==> src/rtl/drbg_arb_pkg.sv <==
// Shared types and helpers for the DRBG stream arbiter.
package drbg_arb_pkg;

    typedef enum logic [1:0] {
        S_ARB  = 2'd0,
        S_LOAD = 2'd1,
        S_XFER = 2'd2
    } arb_state_t;

    function automatic int unsigned words_per_block(input int unsigned word_bits);
        return 32'd128 / word_bits;
    endfunction

endpackage

==> src/rtl/rr_arbiter.sv <==
// Round-robin one-hot picker: searches strictly after the pointer, wrapping.
// The pointer moves to adv_idx when advance is strobed.
module rr_arbiter #(
    parameter int N_REQ = 4,
    parameter int IDX_W = $clog2(N_REQ)
) (
    input  logic             clk,
    input  logic             rst,
    input  logic [N_REQ-1:0] req,
    input  logic             advance,
    input  logic [IDX_W-1:0] adv_idx,
    output logic [N_REQ-1:0] gnt,
    output logic [IDX_W-1:0] gnt_idx,
    output logic             gnt_any
);

    logic [IDX_W-1:0] ptr_r;
    logic [IDX_W-1:0] cand_s;
    logic [IDX_W-1:0] idx_s;
    logic             found_s;

    // First requester after the pointer wins.
    always_comb begin
        found_s = 1'b0;
        idx_s   = '0;
        cand_s  = '0;
        for (int i = 1; i <= N_REQ; i++) begin
            cand_s = IDX_W'((int'(ptr_r) + i) % N_REQ);
            if (!found_s && req[cand_s]) begin
                found_s = 1'b1;
                idx_s   = cand_s;
            end else begin
                idx_s = idx_s;
            end
        end
    end

    // Expand the winning index to a one-hot grant.
    always_comb begin
        gnt_any = found_s;
        gnt_idx = idx_s;
        if (found_s) begin
            gnt = N_REQ'(1) << idx_s;
        end else begin
            gnt = '0;
        end
    end

    // Pointer resets to the last requester so requester 0 wins first.
    always_ff @(posedge clk) begin
        if (rst) begin
            ptr_r <= IDX_W'(N_REQ - 1);
        end else if (advance) begin
            ptr_r <= adv_idx;
        end else begin
            ptr_r <= ptr_r;
        end
    end

endmodule

==> src/rtl/drbg_stream_arbiter.sv <==
// Splits the 128-bit DRBG stream into words for round-robin granted consumers.
// Leftover words are zeroized at the end of every grant.
module drbg_stream_arbiter
    import drbg_arb_pkg::*;
#(
    parameter int N_REQ     = 4,
    parameter int WORD_BITS = 32,
    parameter int LEN_BITS  = 8
) (
    input  logic                      clk,
    input  logic                      rst,
    input  logic                      drbg_valid_i,
    output logic                      drbg_ready_o,
    input  logic [127:0]              drbg_data_i,
    input  logic [N_REQ-1:0]          req_i,
    input  logic [N_REQ*LEN_BITS-1:0] req_len_i,
    output logic [N_REQ-1:0]          gnt_o,
    output logic                      rsp_valid_o,
    input  logic [N_REQ-1:0]          rsp_ready_i,
    output logic [WORD_BITS-1:0]      rsp_data_o,
    output logic                      rsp_last_o,
    output logic                      done_o,
    output logic                      busy_o,
    output logic [31:0]               words_served_o
);

    localparam int unsigned WPB   = words_per_block(WORD_BITS);
    localparam int          CNT_W = $clog2(WPB + 1);
    localparam int          IDX_W = $clog2(N_REQ);

    arb_state_t          state_r;
    logic [127:0]        buf_r;
    logic [CNT_W-1:0]    cnt_r;
    logic [LEN_BITS-1:0] rem_r;
    logic [N_REQ-1:0]    gnt_r;
    logic [IDX_W-1:0]    gnt_idx_r;
    logic                done_r;
    logic                drbg_ready_r;
    logic                rsp_valid_r;
    logic                rsp_last_r;
    logic                busy_r;
    logic [31:0]         served_r;

    logic [N_REQ-1:0]    pick_gnt_s;
    logic [IDX_W-1:0]    pick_idx_s;
    logic                pick_any_s;
    logic [LEN_BITS-1:0] pick_len_s;
    logic                hs_s;
    logic                adv_s;
    logic [IDX_W-1:0]    adv_idx_s;
    logic [127:0]        buf_shift_s;

    rr_arbiter #(
        .N_REQ (N_REQ),
        .IDX_W (IDX_W)
    ) u_rr (
        .clk     (clk),
        .rst     (rst),
        .req     (req_i),
        .advance (adv_s),
        .adv_idx (adv_idx_s),
        .gnt     (pick_gnt_s),
        .gnt_idx (pick_idx_s),
        .gnt_any (pick_any_s)
    );

    // Handshake, length lookup and pointer advance (zero-length grant or last word).
    always_comb begin
        pick_len_s  = req_len_i[int'(pick_idx_s)*LEN_BITS +: LEN_BITS];
        hs_s        = rsp_valid_r && rsp_ready_i[gnt_idx_r];
        buf_shift_s = buf_r >> WORD_BITS;
        if (state_r == S_ARB && pick_any_s && pick_len_s == LEN_BITS'(0)) begin
            adv_s     = 1'b1;
            adv_idx_s = pick_idx_s;
        end else if (state_r == S_XFER && hs_s && rem_r == LEN_BITS'(1)) begin
            adv_s     = 1'b1;
            adv_idx_s = gnt_idx_r;
        end else begin
            adv_s     = 1'b0;
            adv_idx_s = gnt_idx_r;
        end
    end

    // Arbitration / load / transfer FSM with registered outputs.
    always_ff @(posedge clk) begin
        if (rst) begin
            state_r      <= S_ARB;
            buf_r        <= 128'd0;
            cnt_r        <= '0;
            rem_r        <= '0;
            gnt_r        <= '0;
            gnt_idx_r    <= '0;
            done_r       <= 1'b0;
            drbg_ready_r <= 1'b0;
            rsp_valid_r  <= 1'b0;
            rsp_last_r   <= 1'b0;
            busy_r       <= 1'b0;
            served_r     <= 32'd0;
        end else begin
            case (state_r)
                S_ARB: begin
                    done_r <= 1'b0;
                    if (pick_any_s) begin
                        gnt_r     <= pick_gnt_s;
                        gnt_idx_r <= pick_idx_s;
                        rem_r     <= pick_len_s;
                        if (pick_len_s == LEN_BITS'(0)) begin
                            done_r <= 1'b1;
                        end else begin
                            state_r      <= S_LOAD;
                            drbg_ready_r <= 1'b1;
                            busy_r       <= 1'b1;
                        end
                    end else begin
                        gnt_r <= '0;
                    end
                end
                S_LOAD: begin
                    done_r <= 1'b0;
                    if (drbg_valid_i) begin
                        buf_r        <= drbg_data_i;
                        cnt_r        <= CNT_W'(WPB);
                        state_r      <= S_XFER;
                        drbg_ready_r <= 1'b0;
                        rsp_valid_r  <= 1'b1;
                        rsp_last_r   <= (rem_r == LEN_BITS'(1));
                    end else begin
                        drbg_ready_r <= 1'b1;
                    end
                end
                S_XFER: begin
                    done_r <= 1'b0;
                    if (hs_s) begin
                        if (served_r != 32'hFFFF_FFFF) begin
                            served_r <= served_r + 32'd1;
                        end else begin
                            served_r <= served_r;
                        end
                        if (rem_r == LEN_BITS'(1)) begin
                            // Unused words of the block never leave the arbiter.
                            buf_r       <= 128'd0;
                            cnt_r       <= '0;
                            rem_r       <= '0;
                            done_r      <= 1'b1;
                            gnt_r       <= '0;
                            rsp_valid_r <= 1'b0;
                            rsp_last_r  <= 1'b0;
                            busy_r      <= 1'b0;
                            state_r     <= S_ARB;
                        end else begin
                            buf_r <= buf_shift_s;
                            cnt_r <= cnt_r - CNT_W'(1);
                            rem_r <= rem_r - LEN_BITS'(1);
                            if (cnt_r == CNT_W'(1)) begin
                                state_r      <= S_LOAD;
                                rsp_valid_r  <= 1'b0;
                                rsp_last_r   <= 1'b0;
                                drbg_ready_r <= 1'b1;
                            end else begin
                                rsp_last_r <= (rem_r == LEN_BITS'(2));
                            end
                        end
                    end else begin
                        served_r <= served_r;
                    end
                end
                default: begin
                    state_r      <= S_ARB;
                    gnt_r        <= '0;
                    done_r       <= 1'b0;
                    drbg_ready_r <= 1'b0;
                    rsp_valid_r  <= 1'b0;
                    rsp_last_r   <= 1'b0;
                    busy_r       <= 1'b0;
                end
            endcase
        end
    end

    assign drbg_ready_o   = drbg_ready_r;
    assign gnt_o          = gnt_r;
    assign rsp_valid_o    = rsp_valid_r;
    assign rsp_data_o     = buf_r[WORD_BITS-1:0];
    assign rsp_last_o     = rsp_last_r;
    assign done_o         = done_r;
    assign busy_o         = busy_r;
    assign words_served_o = served_r;

endmodule
==> config.mk <==
export PLATFORM = sky130hd
export DESIGN_NAME = drbg_stream_arbiter
export DESIGN_NICKNAME = d
export VERILOG_FILES = /design/src/rtl/drbg_arb_pkg.sv /design/src/rtl/rr_arbiter.sv /design/src/rtl/drbg_stream_arbiter.sv
export SDC_FILE = /design/constraint.sdc
export NUM_CORES = 1
export LEC_CHECK = 0
export BUFFER_PORTS_ARGS = -buffer_cell sky130_fd_sc_hd__buf_4
export CORE_ASPECT_RATIO = 1.4
export CORE_MARGIN = 10
export CORE_UTILIZATION = 52
export DETAILED_ROUTE_END_ITERATION = 12
export MAX_ROUTING_LAYER = met4
export PLACE_DENSITY_LB_ADDON = 0.25
export SLEW_MARGIN = 20
export SYNTH_ARGS = -nofsm -noshare
export SYNTH_HDL_FRONTEND = slang
export SYNTH_SLANG_ARGS = --single-unit
==> constraint.sdc <==
create_clock -name clk -period 3.7 [get_ports clk]
set_input_delay 0.74 -clock clk [delete_from_list [all_inputs] [get_ports clk]]
set_output_delay 0.74 -clock clk [all_outputs]
set_load 0.005 [all_outputs]
==> results.md <==
- Once the clock tree was built, the resizer swapped 0 gates to a different size.
- The proportion of layout cells with a drive suffix above 1 is 25.76%.
- At the pin with the least slew margin, the transition time is 1022 ps.
- The critical path endpoint category is a flip-flop.
- Setup repair after global routing left no endpoint under its margin.
- The DRC marker count from the first detailed-route iteration is 665.
- The detail route stage leaves a number of antenna-violating nets equal to 0.
- The post-route clock period utilization is 77.48%.
- The number of buffers inserted to repair setup after CTS is 0.
- After filler insertion, the fill cell instance count of the layout stands at 1397.
- The number of global-route vias before repair came to 7467.
- In this run the core area contains 55 standard-cell rows.
- The core region is 16170 sq um.
- The clock tree from TritonCTS is built.
- The power density of the placed cells is 739.8 nW/um^2.
- The detailed-route wire length per cell is 16.83 um.
- The top flip-flop cell by instance count after synthesis is dfxtp_1.
- The H-tree was split into 4 levels.
- The cell count after synthesis came out at 1014.
- The clock-pin slew on the worst setup and hold paths is 70 ps.
- Data arrives at the worst endpoint at 3180 ps.
- The clock passes through at most 2 buffers.
- The die area is 22000 sq um.
- The share of synthesized area in the top cell type comes to 43.66%.
- Yosys mapped the design onto 49 distinct sky130hd cell types.
- The number of detailed-routing iterations run before antenna repair is 5.
- The final total negative setup slack is 0 ps.
- The count of input and output buffers is 243.
- The type of origin of the critical path is an input pin.
- The run finished with clean final reports.
- The x dimension of the die is 128.2 um.
- The critical path is of the input pin to flip-flop type.
- The die is 171.5 um tall.
- The global placer's final weighted congestion is 0.8451.
- The Yosys step of the flow raised 0 warnings.
- The worst path needs 2867 ps of the cycle, external delays included.
- The synthesis-to-layout area growth is 25.81%.
- In the final design database the tool counted 1352 nets.
- The hold buffer count at cts is 0.
- The maximum clock skew at final layout is 9.220 ps.
- For this configuration, the core starts out at a cell density of 52.74%.
- VDD sags by at most 0.5596 mV.
- Counting flops with a built-in enable in the synthesized netlist gives 0.
- For the worst setup path, the data required time is 4010 ps.
- In the routed layout, each cell is associated on average with a via count of 5.574.
- The fmax is 0.3488 GHz.
- The final count of negative-setup-slack endpoints is 0.
- Synthesis inferred 186 register bits.
- The wire length of the first global-routing pass is 37500 um.
- By area the synthesized netlist is led by dfxtp_1 44%, a221oi_1 9.9%, nor2_1 8.3%, nor3_1 6.5%, clkbuf_1 3.3%.
- Registers take 3724 sq um.
- After synthesis the cells add up to 8528 sq um.
- The placed wire-length estimate after detailed placement is 16230 um.
- Setup slack closes at 833.1 ps.
- The average footprint of a synthesized cell is 8.410 sq um.
- The path class of the tightest hold or removal check is flip-flop to flip-flop.
- In the synthesized netlist the async set-or-reset flop fraction comes to 0%.
- The combined area of the multi-input logic cells is 4182 sq um.
- In this run the worst path has a maximum fanout of 19.
- The cell sitting at the root of the clock tree is a clkbuf_16.
- The fraction of the yosys area taken by sequential cells is 43.66%.
- Summed over all cells, the static leakage comes to 4.460 nW.
- The worst pin sits at a relative slew slack of 31.89%.
- dfxtp_1 takes more of the synthesized area than any other cell.
- The number of hold violations in the final report is 0.
- The number of DRC violations after detailed routing is 0.
- The clock sink count is 186.
- The top-level I/O count is 244.
- Across every metal layer, demand over resource in global routing totals 21.03%.
- TritonCTS created 17 clock buffers.
- At the placement stage, the worst setup path has a slack of 400.5 ps.
- The total number of vias is 7720.
- The overall overflow remaining after global route is 0.
- The number of max-slew violations in the final report is 0.
- At the later pin of the worst-skew pair, clock insertion delay measures 420 ps.
- For this block, the routed nets add up to 23310 um of wire.
- The initial antenna violation count came to 2.
- Entering global routing, the biggest net connects 129 pins.
- Counting every net in the synthesized netlist gives 1195.
- Max-cap violations in this run came to 0.
-- worst paths after layout --
check	startpoint	endpoint	cells past startpoint	slack (ps)
worst max register to register	u_rr.ptr_r[0]	u_rr.ptr_r[0]	8	940
worst min register to register	buf_r[123]	buf_r[123]	2	490
worst min-delay path	buf_r[123]	buf_r[123]	2	490
worst max-delay path	req_i[1]	u_rr.ptr_r[0]	10	830
-- metal layers --
layer / up-vias / global-route usage [%] / share of wire (%) / wire, um
li1: 3924 / - / - / -
met1: 3550 / 25.42 / 41 / 9630
met2: 228 / 32.93 / 49 / 11530
met3: 18 / 6.714 / 7.6 / 1772
met4: 0 / 6.084 / 1.6 / 378
met5: - / - / 0 / 0
-- where the power goes --
part	switching, W	internal (W)	leakage, nW
clock	0.000838	0.000892	0.274
sequential	0.000301	0.00253	1.52
combinational	0.00202	0.00136	2.66
-- cells in the final DEF, fill, tap and decap left out, types with 13 or more instances in the layout --
| cell type | netlist | routed |
|---|---|---|
| a21oi_1 | 55 | 55 |
| a221oi_1 | 96 | 96 |
| and3_1 | 36 | 36 |
| buf_4 | 34 | 251 |
| clkbuf_16 | 0 | 17 |
| dfxtp_1 | 186 | 186 |
| inv_1 | 16 | 15 |
| mux2i_1 | 27 | 27 |
| nand2_1 | 39 | 39 |
| nor2_1 | 189 | 188 |
| nor3_1 | 110 | 110 |
| o21ai_0 | 15 | 15 |
| xnor2_1 | 13 | 13 |
| xor2_1 | 16 | 16 |
-- cells by family after synthesis --
kind of cell,Yosys count,synth area share [%]
and+or+nand+nor,436,24.12
AOI/OAI and AO/OA,188,16.18
DFF,186,43.66
buffers and inverters,133,7.585
muxes,32,4.005
xor gates and xnor gates,29,2.978
adders and majority gates,10,1.467
-- registers in the layout (all words and copies together), names as in the netlist --
register	cells
buf_r	128
busy_o	1
cnt_r	3
done_o	1
drbg_ready_o	1
gnt_idx_r	2
gnt_o	4
rem_r	8
rsp_last_o	1
rsp_valid_o	1
state_r	2
u_rr.ptr_r	2
words_served_o	32
-- worst max-delay path, stage by stage --
cell	delay [ps]
buf_4	130
o21a_1	210
a211oi_4	240
buf_4	320
mux2i_1	230
mux2i_1	110
or4_4	600
nor3_2	300
mux2i_1	220
nand2_1	70
-- cell type report --
cell class	count	share of cell area (%)
clock inverter	14	1.236
antenna	2	0.04665
clock buffer	18	4.000
tap	199	2.321
inverter	16	0.5714
sequential	186	34.71
multi-input combinational	695	38.97
timing repair buffer	255	18.15
-- metrics by stage --
stage	util [%]	area, sq um	cells	total power [W]	hold slack [ps]
after detailed placement	62.82	10160	1351	0.006251	471.5
after global placement	62.82	10160	1351	0.006178	462.9
after global routing	66.34	10730	1385	0.008613	513.8
after CTS	66.29	10720	1383	0.007996	487.5
final	66.34	10730	1385	0.007937	485.1
after floorplan	-	8528	1014	0.005439	450.9
-- cells in the mapped netlist, types with 7 or more instances --
master and count:
nor2_1 189, dfxtp_1 186, nor3_1 110, a221oi_1 96, clkbuf_1 74, a21oi_1 55, nand2_1 39, and3_1 36
buf_4 34, mux2i_1 27, inv_1 16, xor2_1 16, o21ai_0 15, xnor2_1 13, nand3_1 11, ha_1 10
nand4_1 9, nand2b_1 8, and2_1 7
Note: power is estimated with default switching activity, not from simulation.
